===== src/rtl/gpu_video_pkg.sv =====
// Shared timing constants and derived-constant helpers for the video timing generator.
package gpu_video_pkg;

    typedef struct packed {
        int h_fp;
        int h_sync;
        int h_bp;
        int h_act;
        int v_fp;
        int v_sync;
        int v_bp;
        int v_act;
    } video_mode_t;

    // 640x480 at 25.2 MHz (V_TOTAL 525) and the 25 MHz variant (V_TOTAL 521)
    localparam video_mode_t MODE_640X480_25M2 = '{32'sd16, 32'sd96, 32'sd48, 32'sd640,
                                                  32'sd10, 32'sd2,  32'sd33, 32'sd480};
    localparam video_mode_t MODE_640X480_25M  = '{32'sd16, 32'sd96, 32'sd48, 32'sd640,
                                                  32'sd10, 32'sd2,  32'sd29, 32'sd480};

    function automatic int act_start(input int fp, input int sync, input int bp);
        return fp + sync + bp;
    endfunction

    function automatic int total(input int fp, input int sync, input int bp, input int act);
        return act_start(fp, sync, bp) + act;
    endfunction

endpackage


===== src/rtl/gpu_video_timing_axis.sv =====
// One timing axis: wrapping position counter plus combinational sync/active decode.
module gpu_video_axis
    import gpu_video_pkg::*;
#(
    parameter int CW   = 10,
    parameter int FP   = 16,
    parameter int SYNC = 96,
    parameter int BP   = 48,
    parameter int ACT  = 640,
    parameter bit POL  = 1'b0
) (
    input  logic          clk,
    input  logic          reset,
    input  logic          step,
    output logic [CW-1:0] cnt,
    output logic          wrap,
    output logic          sync,
    output logic          active,
    output logic [CW-1:0] rel
);

    localparam logic [CW-1:0] LAST_C    = CW'(total(FP, SYNC, BP, ACT) - 1);
    localparam logic [CW-1:0] SYNC_LO_C = CW'(FP);
    localparam logic [CW-1:0] SYNC_HI_C = CW'(FP + SYNC);
    localparam logic [CW-1:0] START_C   = CW'(act_start(FP, SYNC, BP));
    localparam logic [CW-1:0] ONE_C     = CW'(1);

    logic [CW-1:0] cnt_r;

    // Position counter, wraps to zero after the last active position
    always_ff @(posedge clk) begin
        if (reset) begin
            cnt_r <= '0;
        end else if (step) begin
            cnt_r <= (cnt_r == LAST_C) ? '0 : cnt_r + ONE_C;
        end
    end

    // Decode of the current position
    always_comb begin
        wrap   = step && (cnt_r == LAST_C);
        sync   = (cnt_r >= SYNC_LO_C && cnt_r < SYNC_HI_C) ? POL : ~POL;
        active = (cnt_r >= START_C);
        rel    = cnt_r - START_C;
    end

    assign cnt = cnt_r;

endmodule


===== src/rtl/gpu_video_timing.sv =====
// Video timing generator: raw counters, one-cycle-lagged registered decode, prefetch request.
module gpu_video_timing
    import gpu_video_pkg::*;
#(
    parameter int CW        = 10,
    parameter int H_FP      = MODE_640X480_25M2.h_fp,
    parameter int H_SYNC    = MODE_640X480_25M2.h_sync,
    parameter int H_BP      = MODE_640X480_25M2.h_bp,
    parameter int H_ACT     = MODE_640X480_25M2.h_act,
    parameter int V_FP      = MODE_640X480_25M2.v_fp,
    parameter int V_SYNC    = MODE_640X480_25M2.v_sync,
    parameter int V_BP      = MODE_640X480_25M2.v_bp,
    parameter int V_ACT     = MODE_640X480_25M2.v_act,
    parameter bit HSYNC_POL = 1'b0,
    parameter bit VSYNC_POL = 1'b0,
    parameter int REP_LOG2  = 0,
    parameter int LEAD      = 8,
    parameter int FCW       = 8
) (
    input  logic           clk,
    input  logic           reset,
    input  logic           en,
    output logic           hsync,
    output logic           vsync,
    output logic           de,
    output logic [CW-1:0]  x,
    output logic [CW-1:0]  y,
    output logic [CW-1:0]  hc,
    output logic [CW-1:0]  vc,
    output logic           line_start,
    output logic           frame_start,
    output logic           line_req,
    output logic [CW-1:0]  req_line,
    output logic [FCW-1:0] frame_cnt
);

    localparam int H_ACT_START = act_start(H_FP, H_SYNC, H_BP);
    localparam int H_TOTAL     = total(H_FP, H_SYNC, H_BP, H_ACT);
    localparam int V_TOTAL     = total(V_FP, V_SYNC, V_BP, V_ACT);

    if (LEAD < 1 || LEAD > H_ACT_START || REP_LOG2 < 0 || REP_LOG2 > 2 ||
        H_TOTAL >= (1 << CW) || V_TOTAL >= (1 << CW)) begin : g_param_check
        $error("gpu_video_timing: illegal parameter set");
    end

    localparam logic [CW-1:0]  H_START_C = CW'(H_ACT_START);
    localparam logic [CW-1:0]  H_REQ_C   = CW'(H_ACT_START - LEAD);
    localparam logic [CW-1:0]  REP_MASK  = CW'((1 << REP_LOG2) - 1);
    localparam logic [FCW-1:0] FONE_C    = FCW'(1);

    logic [CW-1:0] h_cnt_s, v_cnt_s, h_rel_s, v_rel_s;
    logic          h_wrap_s, v_wrap_s, h_sync_s, v_sync_s, h_act_s, v_act_s;
    logic          req_hit_s;

    gpu_video_axis #(
        .CW(CW), .FP(H_FP), .SYNC(H_SYNC), .BP(H_BP), .ACT(H_ACT), .POL(HSYNC_POL)
    ) u_h_axis (
        .clk(clk), .reset(reset), .step(en),
        .cnt(h_cnt_s), .wrap(h_wrap_s), .sync(h_sync_s), .active(h_act_s), .rel(h_rel_s)
    );

    gpu_video_axis #(
        .CW(CW), .FP(V_FP), .SYNC(V_SYNC), .BP(V_BP), .ACT(V_ACT), .POL(VSYNC_POL)
    ) u_v_axis (
        .clk(clk), .reset(reset), .step(h_wrap_s),
        .cnt(v_cnt_s), .wrap(v_wrap_s), .sync(v_sync_s), .active(v_act_s), .rel(v_rel_s)
    );

    // Prefetch only on the first physical line of each repeated row group
    always_comb begin
        req_hit_s = (h_cnt_s == H_REQ_C) && v_act_s && ((v_rel_s & REP_MASK) == '0);
    end

    logic           hsync_r, vsync_r, de_r, ls_r, fs_r, lr_r;
    logic [CW-1:0]  x_r, y_r, req_line_r;
    logic [FCW-1:0] frame_cnt_r;

    // Registered decode; strobes drop to zero whenever timing is frozen
    always_ff @(posedge clk) begin
        if (reset) begin
            hsync_r     <= ~HSYNC_POL;
            vsync_r     <= ~VSYNC_POL;
            de_r        <= 1'b0;
            x_r         <= '0;
            y_r         <= '0;
            ls_r        <= 1'b0;
            fs_r        <= 1'b0;
            lr_r        <= 1'b0;
            req_line_r  <= '0;
            frame_cnt_r <= '0;
        end else if (en) begin
            hsync_r <= h_sync_s;
            vsync_r <= v_sync_s;
            de_r    <= h_act_s && v_act_s;
            x_r     <= (h_act_s && v_act_s) ? (h_rel_s >> REP_LOG2) : '0;
            y_r     <= v_act_s ? (v_rel_s >> REP_LOG2) : '0;
            ls_r    <= (h_cnt_s == H_START_C) && v_act_s;
            fs_r    <= (h_cnt_s == '0) && (v_cnt_s == '0);
            lr_r    <= req_hit_s;
            if (req_hit_s) begin
                req_line_r <= v_rel_s >> REP_LOG2;
            end
            if (v_wrap_s) begin
                frame_cnt_r <= frame_cnt_r + FONE_C;
            end
        end else begin
            ls_r <= 1'b0;
            fs_r <= 1'b0;
            lr_r <= 1'b0;
        end
    end

    assign hc          = h_cnt_s;
    assign vc          = v_cnt_s;
    assign hsync       = hsync_r;
    assign vsync       = vsync_r;
    assign de          = de_r;
    assign x           = x_r;
    assign y           = y_r;
    assign line_start  = ls_r;
    assign frame_start = fs_r;
    assign line_req    = lr_r;
    assign req_line    = req_line_r;
    assign frame_cnt   = frame_cnt_r;

endmodule


===== config.mk =====
export PLATFORM = sky130hd
export DESIGN_NAME = gpu_video_timing
export DESIGN_NICKNAME = d
export VERILOG_FILES = /design/src/rtl/gpu_video_pkg.sv /design/src/rtl/gpu_video_timing_axis.sv /design/src/rtl/gpu_video_timing.sv
export SDC_FILE = /design/constraint.sdc
export NUM_CORES = 1
export LEC_CHECK = 0
export BUFFER_PORTS_ARGS = -buffer_cell sky130_fd_sc_hd__buf_2
export CORE_ASPECT_RATIO = 0.6
export CORE_MARGIN = 2
export CORE_UTILIZATION = 54
export DETAILED_ROUTE_END_ITERATION = 12
export PLACE_DENSITY = 0.87
export SYNTH_ARGS = -nofsm -noshare
export SYNTH_HDL_FRONTEND = slang
export SYNTH_SLANG_ARGS = --single-unit

===== constraint.sdc =====
create_clock -name clk -period 2.4 [get_ports clk]
set_input_delay 0.48 -clock clk [delete_from_list [all_inputs] [get_ports clk]]
set_output_delay 0.48 -clock clk [all_outputs]
set_load 0.01 [all_outputs]

# Word level (Yosys, flattened, before mapping)
# Index checks and enable logic that the tools add are counted.
[op_classes] add_sub_neg=5 n_lt_le_gt_ge=6 eq_ne=4 mux=6 n_bitwise=1 reduce_logical=13
[ops] cell="10-bit two-way mux" n=4
[ops] cell="10-bit by 1-bit adder with 10-bit output, second input constant" n=2
[ops] cell="10-bit equality test, second input constant" n=2
[ops] cell="10-bit by 8-bit equality test with 1-bit output, second input constant" n=2
[ops] cell="10-bit zero test" n=2
[ops] cell="10-bit by 4-bit >= comparator with 1-bit output, second input constant" n=1
[ops] cell="10-bit by 5-bit >= comparator with 1-bit output, second input constant" n=1
[ops] cell="10-bit by 6-bit >= comparator with 1-bit output, second input constant" n=1
[ops] cell="10-bit by 8-bit >= comparator with 1-bit output, second input constant" n=1
[ops] cell="10-bit by 4-bit less-than comparator with 1-bit output, second input constant" n=1
[ops] cell="10-bit by 7-bit less-than comparator with 1-bit output, second input constant" n=1
[ops] cell="10-bit by 6-bit subtractor with 10-bit output, second input constant" n=1
[ops] cell="10-bit by 8-bit subtractor with 10-bit output, second input constant" n=1
[ops] cell="8-bit by 1-bit adder with 8-bit output, second input constant" n=1
[ops] cell="1-bit logical AND" n=8
[ops] cell="2-bit AND reduction" n=2
[ops] cell="1-bit two-way mux" n=2
[ops] cell="2-bit OR reduction" n=1
[ops] cell="1-bit inverter" n=1
[totals] register_bits=64 in_bits=3 output_inout_bits=64 elab_cells=47

# Logic depth before layout (Yosys ltp)
# Gate-level depths: netlist of the first run.
[logic_depth] ltp_word=4 depth_mapped=8 mapped_depth_nobuf=6

# Hierarchy
# Synthesis of the first run repeated with hierarchy kept, for this count alone.
[unflattened] hier_cells=367 area_unflattened_um2=3199.3
[modules_own_cells] module="gpu_video_timing" n_inst=1 cells_each=192 area_each_um2=1730.4 seq_area_each_um2=880.8
[modules_own_cells] module="gpu_video_axis at u_v_axis" n_inst=1 cells_each=97 area_each_um2=805.8 seq_area_each_um2=200.2
[modules_own_cells] module="gpu_video_axis at u_h_axis" n_inst=1 cells_each=78 area_each_um2=663.1 seq_area_each_um2=200.2

# Least setup slack after synthesis of the first run
# No wires, ideal clock.
[synth_timing] path_type="flip-flop to flip-flop" startpoint="register u_v_axis.cnt_r[1] (netlist: u_v_axis.cnt[1])" endpoint="register frame_cnt_r[6] (netlist: frame_cnt[6])" arrival_ps=2034 t_required_ps=2279 path_slack_ps=245 path_stages_with_launch=9 synth_period_minus_slack_ps=2155 path_cell_list="dfxtp_1 > clkbuf_1 > inv_1 > ha_1 > nor4b_1 > nand4_1 > clkbuf_1 > nor4_2 > mux2_2"
[synth_between] elab_chain_len=3
[synth_lines] element="start: declaration" line_no="gpu_video_timing_axis.sv:28" source="logic [CW-1:0] cnt_r;"
[synth_lines] element="start signal: assignment" line_no="gpu_video_timing_axis.sv:35" source="cnt_r <= (cnt_r == LAST_C) ? '0 : cnt_r + ONE_C;"
[synth_lines] element="10-bit equality test" line_no="gpu_video_timing_axis.sv:41" source="wrap = step && (cnt_r == LAST_C);"
[synth_lines] element="1-bit logical AND" line_no="gpu_video_timing_axis.sv:41"
[synth_lines] element="2-bit AND reduction (no source line)"
[synth_lines] element="end signal: assignment" line_no="gpu_video_timing.sv:104" source="frame_cnt_r <= frame_cnt_r + FONE_C;"
[synth_lines] element="end: declaration" line_no="gpu_video_timing.sv:76" source="logic [FCW-1:0] frame_cnt_r;"
# No other way between the ends.
# A chain may end at the register's enable or synchronous reset.

# Final worst setup path of the first run
[layout_timing] startpoint="register u_h_axis.cnt_r[1] (netlist: u_h_axis.cnt[1])" endpoint="register frame_cnt_r[6] (netlist: frame_cnt[6])"
[layout_between] elab_chain_len=4
[layout_lines] element="start: declaration" line_no="gpu_video_timing_axis.sv:28"
[layout_lines] element="start signal: assignment" line_no="gpu_video_timing_axis.sv:35"
[layout_lines] element="10-bit equality test" line_no="gpu_video_timing_axis.sv:41"
[layout_lines] element="1-bit logical AND (2 in series)" line_no="gpu_video_timing_axis.sv:41"
[layout_lines] element="2-bit AND reduction (no source line)"
# No other way between the ends.

==> results of run 1 <==
final cells by class:
type                       count  area, um2  share of cell area
clock inverter                 6        115              0.0299
timing repair buffer          88        495               0.129
inverter                      15       56.3              0.0146
multi-input combinational    258       1660               0.432
clock buffer                  10        138              0.0358
sequential                    64       1280               0.333
tap                           80        100              0.0260
Yosys cell counts (all sizes together) (2+ instances only):
| master | number | area share |
|---|---|---|
| dfxtp | 64 | 0.41 |
| a21oi | 31 | 0.049 |
| o21ai | 27 | 0.043 |
| clkbuf | 24 | 0.029 |
| nand3 | 24 | 0.040 |
| nor2 | 24 | 0.029 |
| nand2 | 16 | 0.019 |
| inv | 15 | 0.018 |
| xnor2 | 14 | 0.039 |
| nand2b | 12 | 0.024 |
| nand4 | 11 | 0.022 |
| or3 | 11 | 0.022 |
| buf | 10 | 0.019 |
| ha | 9 | 0.036 |
| nor3 | 9 | 0.014 |
| nor4 | 7 | 0.018 |
| or4 | 7 | 0.018 |
| o31ai | 5 | 0.012 |
| xor2 | 5 | 0.014 |
| mux2 | 4 | 0.014 |
| nand3b | 4 | 0.0095 |
| nor2b | 4 | 0.0079 |
| o211ai | 4 | 0.0095 |
| nor4b | 3 | 0.0083 |
| a22o | 2 | 0.0056 |
| a311oi | 2 | 0.0056 |
| and2 | 2 | 0.0040 |
| mux2i | 2 | 0.0064 |
| o22ai | 2 | 0.0040 |
| o32ai | 2 | 0.0056 |
per-stage QoR:
stage                      util  instances  hold slack [ps]  power, W  area, um2
after floorplan               -        371              483   0.00114       3150
after global placement    0.642        505              430   0.00116       3590
after detailed placement  0.642        505              442   0.00116       3590
after CTS                 0.687        521              467   0.00230       3850
after global routing      0.688        521              488   0.00238       3850
final                     0.688        521              466   0.00230       3850
tightest hold or removal path, stage by stage (launching register included):
cell and delay (ps):
dfxtp_1 340, nand2_1 50, o21ai_0 50
power by group:
part | total, W | switching, W | leakage, nW | internal, W
clock network | 0.00116 | 0.000436 | 0.123 | 0.000723
registers | 0.00107 | 0.00000608 | 0.516 | 0.00107
logic | 0.0000638 | 0.0000435 | 0.964 | 0.0000203
worst paths after layout:
kind | depth (start not counted) | slack (ps) | end
worst max-delay path | 6 | 130 | frame_cnt[6]
worst min-delay path | 2 | 470 | x[8]
worst max register to register | 6 | 130 | frame_cnt[6]
worst min register to register | 2 | 470 | x[8]
flip-flops by register name (all words and copies together), names as in the netlist:
register and flops:
hsync 1, frame_cnt 8, frame_start 1, y 10, req_line 10, line_req 1, u_h_axis.cnt 10, de 1
vsync 1, line_start 1, u_v_axis.cnt 10, x 10
placed cells by master, fill, tap and decap left out, drive strengths merged, types with 2 or more instances in the layout:
| cell | count |
|---|---|
| buf | 88 |
| dfxtp | 64 |
| a21oi | 31 |
| o21ai | 27 |
| nor2 | 24 |
| nand3 | 24 |
| nand2 | 16 |
| inv | 16 |
| xnor2 | 14 |
| nand2b | 12 |
| or3 | 11 |
| nand4 | 11 |
| clkbuf | 10 |
| nor3 | 9 |
| ha | 9 |
| or4 | 7 |
| nor4 | 7 |
| o31ai | 5 |
| xor2 | 5 |
| nand3b | 4 |
| o211ai | 4 |
| nor2b | 4 |
| mux2 | 4 |
| nor4b | 3 |
| bufinv | 3 |
| mux2i | 2 |
| a22o | 2 |
| o22ai | 2 |
| o32ai | 2 |
| a311oi | 2 |
| and2 | 2 |
cell families after synthesis:
family          count (synthesis)
fa+ha+maj                       9
simple gates                  142
mux                             6
flops                          64
compound gates                 82
buf+inv                        49
xor+xnor                       19
repair_timing:
item	CTS	global route
hold buffers	0	0
endpoints found under the setup margin	0	4
gates resized for setup	0	1
routing by layer:
| layer | share of wire | up-vias |
|---|---|---|
| met5 | 0 | - |
| met4 | 0.027 | 0 |
| met3 | 0.093 | 28 |
| met2 | 0.44 | 162 |
| met1 | 0.44 | 1468 |
| li1 | - | 1445 |
==> impl_metrics.py, run 1 <==
metrics = {
    "cells_and_area": {
        "area_delta_synth_final_pct": 22.1,
        "fillers": 460,
        "nNetsFinal": 448,
        "diodes": 0,
        "drive_gt1_frac": 0.261,
    },
    "synthesis": {
        "synth_enable_flop_cells": 0,
        "yosysWarningCount": 0,
        "synthXorXnorAreaFrac": 0.0528,
        "synth.cell_area_um2": 3150,
        "synthFlopType": "dfxtp_1",
        "yosys-mux-area-fraction": 0.0206,
        "yosysSeqAreaShare": 0.407,
        "ys_ff_latch": 64,
        "syn-mean-instance-area_um2": 8.50,
        "synth_fa_ha_area_frac": 0.0357,
        "synth_compound_area_frac": 0.156,
        "syn_nets": 383,
        "postSynthCellCount": 371,
        "synth_top_family_by_area": "simple AND/OR/NAND/NOR gates",
        "synth-simple-area-share": 0.262,
        "ys_types": 53,
        "async_reset_ff_frac": 0,
    },
    "setup_path": {
        "slowest_delay_ps": 470,
        "cp.required_ps": 2640,
        "critPathSlowestCell": "or3_1",
        "rr_startpoint": "u_h_axis.cnt[1]",
        "worst-path-buf-inv": 1,
        "startpoint": "u_h_axis.cnt[1]",
        "crit_chain": "ha_1 > nand3_2 > or3_1 > buf_4 > nor4_2 > mux2_2",
        "critical_path_class": "register to register",
        "end_kind": "register",
        "crit_family": "simple AND/OR/NAND/NOR gates",
        "worst_setup_path_start_kind": "register",
        "critPathMaxFanout": 15,
        "worstPathArrival_ps": 2510,
    },
    "floorplanning": {
        "initial_utilization": 0.563,
        "die_w_um": 103,
        "rows": 21,
        "ioPinCount": 67,
        "die_area_um2": 6480,
        "core_area_um2": 5600,
        "die_y_um": 63.2,
    },
    "clock_tree": {
        "numCtsBuffers": 9,
        "htree_levels": 3,
        "clkSinkCount": 64,
        "clk_latency_ps": 360,
        "cts_tree": "built",
        "clk_pin_slew_ps": 80,
        "post-cts-setup-buffer-count": 0,
        "cts_root_buf": "clkbuf_8",
        "clock_path_buffers": 2,
    },
    "drt": {
        "drc": 0,
        "dr.pass1.iters": 5,
        "num_vias": 3103,
        "first_iter_violations": 255,
        "ant_nets": 0,
        "viasPerCell": 5.96,
        "drt-wirelength-per-cell_um": 16.9,
        "wirelength_um": 8790,
    },
    "timing": {
        "slew_headroom": 0.507,
        "tightest_slew_ps": 737,
        "report.final.slew_viol_count": 0,
        "hold_viol_final": 0,
        "rsz0062_at_grt": "no",
        "fin_crit_sh": 0.944,
        "setup_viol": 0,
        "max_clock_freq_mhz": 441,
        "period_needed_ps": 2270,
        "fin_skew_ps": 12.0,
        "fin_ws_ps": 133,
        "tns_ps": 0,
    },
    "placed_design": {
        "port_buffers": 66,
        "gp_congestion": 0.895,
        "dp_slack_ps": 177,
        "place_hpwl_um": 6140,
    },
    "global_routing": {
        "grt_pass1_vias": 2869,
        "met3_usage": 0.0766,
        "grt_busiest_layer": "met2",
        "met1_usage": 0.386,
        "grt_remaining_overflow": 0,
        "grt_pass1_wl_um": 14000,
        "antenna_found_initial": 0,
        "grt_max_degree": 33,
        "track_usage": 0.279,
        "grt.met2_usage": 0.406,
    },
    "pwr": {
        "vdd_drop_max_v": 0.000330,
        "cellPowerDensity_nw_per_um2": 596,
        "leakage_nw": 1.60,
    },
    "hold_path": {
        "hold_path.class": "register to register",
        "min_from": "x[8]",
    },
    "outcome": {
        "status": "finished, final reports clean",
    },
    "flow_run": {
        "maxCapViolCount": 0,
    },
}
No activity file was read; power rests on OpenSTA's default activity.
==> inputs of run 2 (changes only) <==
- BUFFER_PORTS_ARGS: -buffer_cell sky130_fd_sc_hd__buf_2 -> default
- CORE_UTILIZATION: 54 -> 60
- DONT_BUFFER_PORTS: default -> 1
- PLACE_DENSITY: 0.87 -> 0.84
- RECOVER_POWER: default -> 100
==> run 2 against run 1 <==
Against the previous run: critical path depth is 1 lower; first-iteration DRC count fell by 10%; non-clock buffer count shrank 61; largest cell class unchanged; largest power group is now registers.
==> impl_metrics.py, run 2 (synthesis results as in run 1) <==
metrics = {
    "global_routing": {
        "grt_pass1_vias": 2556,
        "antenna_found_initial": 0,
        "grt_pass1_wl_um": 13000,
        "track_usage": 0.286,
        "grt_remaining_overflow": 0,
        "grt_max_degree": 47,
    },
    "floorplanning": {
        "die_y_um": 60.1,
        "initial_utilization": 0.624,
        "die_w_um": 97.6,
        "core_area_um2": 5050,
        "die_area_um2": 5870,
        "ioPinCount": 67,
        "rows": 20,
    },
    "drt": {
        "ant_nets": 0,
        "dr.pass1.iters": 5,
        "num_vias": 2853,
        "drc": 0,
        "drt-wirelength-per-cell_um": 18.3,
        "wirelength_um": 8180,
        "viasPerCell": 6.40,
        "first_iter_violations": 229,
    },
    "clock_tree": {
        "numCtsBuffers": 9,
        "cts_hold_buffers": 0,
        "clk_latency_ps": 350,
        "post-cts-setup-buffer-count": 0,
        "htree_levels": 3,
        "clk_pin_slew_ps": 70,
        "cts_root_buf": "clkbuf_8",
        "ctsResizeCount": 0,
        "clkSinkCount": 64,
        "clock_path_buffers": 2,
        "cts_tree": "built",
    },
    "pwr": {
        "leakage_nw": 1.17,
        "vdd_drop_max_v": 0.000337,
        "cellPowerDensity_nw_per_um2": 622,
    },
    "timing": {
        "fin_skew_ps": 6.34,
        "period_needed_ps": 2290,
        "tightest_slew_ps": 714,
        "max_clock_freq_mhz": 437,
        "report.final.slew_viol_count": 0,
        "setup_viol": 0,
        "slew_headroom": 0.522,
        "tns_ps": 0,
        "fin_crit_sh": 0.953,
        "rsz0062_at_grt": "no",
        "hold_viol_final": 0,
    },
    "setup_path": {
        "end_kind": "register",
        "cp.required_ps": 2630,
        "reg2reg_to": "frame_cnt[6]",
        "rr_startpoint": "u_h_axis.cnt[0]",
        "ff2ff_setup_slack_ps": 110,
        "worstPathArrival_ps": 2520,
        "critPathMaxFanout": 16,
        "critical_path_class": "register to register",
        "reg2regPathDepth": 5,
        "worst_setup_path_start_kind": "register",
    },
    "cells_and_area": {
        "nNetsFinal": 387,
        "final_util": 0.674,
        "layout_commonest_cell": "dfxtp_1",
        "area_delta_synth_final_pct": 8.14,
        "drive_gt1_frac": 0.0763,
        "diodes": 0,
        "layout_common_cells": "dfxtp_1 (64), a21oi_1 (31), o21ai_0 (27)",
    },
    "hold_path": {
        "hold_path.class": "input pin to register",
        "hold_depth": 1,
        "hold_end": "req_line[2]",
        "min_from": "reset",
    },
    "placed_design": {
        "place_hpwl_um": 5640,
        "gp_congestion": 0.878,
        "port_buffers": 0,
    },
    "flow_run": {
        "maxCapViolCount": 0,
    },
    "outcome": {
        "status": "finished, final reports clean",
    },
}
[run 2: routing by layer]
metal	GRT usage	vias to the layer above	wire, um
met1	0.377	1352	3520
met2	0.420	148	3480
met3	0.123	23	1000
li1	-	1330	-
met5	0	-	0
met4	0.111	0	183
[run 2: critical path, cell delays in order (launching register included)]
cell     delay (ps)
dfxtp_1         420
ha_1            220
nand3_2         100
or3_1           630
nor4_2          410
mux2_1          380
[run 2: stage by stage]
stage                     hold slack, ps  instance area, um2  worst slack (ps)  power, W  instances
final                                187                3410               113   0.00212        446
after global routing                 172                3410              23.7   0.00219        446
after CTS                            181                3500               131   0.00213        446
after detailed placement             500                3280               162   0.00114        430
after global placement               497                3280               236   0.00113        430
after floorplan                      483                3150               245   0.00114        371
[run 2: worst max-delay path by stage]
stage | startpoint | endpoint | slack (ps) | cells past startpoint
6_report | u_h_axis.cnt[0] | frame_cnt[6] | 110 | 5
5_1_grt | u_h_axis.cnt[0] | frame_cnt[7] | 20 | 5
4_1_cts | u_h_axis.cnt[0] | frame_cnt[6] | 130 | 5
3_5_place_dp | u_h_axis.cnt[0] | frame_cnt[7] | 160 | 5
3_3_place_gp | u_h_axis.cnt[0] | frame_cnt[7] | 240 | 5
2_1_floorplan | u_v_axis.cnt[1] | frame_cnt[6] | 240 | 8
[run 2: layout make-up]
class / instances / area [um2]
clock buffers: 10 / 128
flip-flops and latches: 64 / 1280
fillers: 419 / 1650
multi-input cells: 258 / 1660
repair buffers: 27 / 121
inverters: 15 / 56.3
clock inverters: 6 / 83.8
well taps: 66 / 82.6
[run 2: power by group]
part           internal [W]   total, W  switching (W)
combinational     0.0000166  0.0000395      0.0000228
sequential          0.00107    0.00107     0.00000561
clock              0.000581    0.00101       0.000427
total               0.00166    0.00212       0.000455
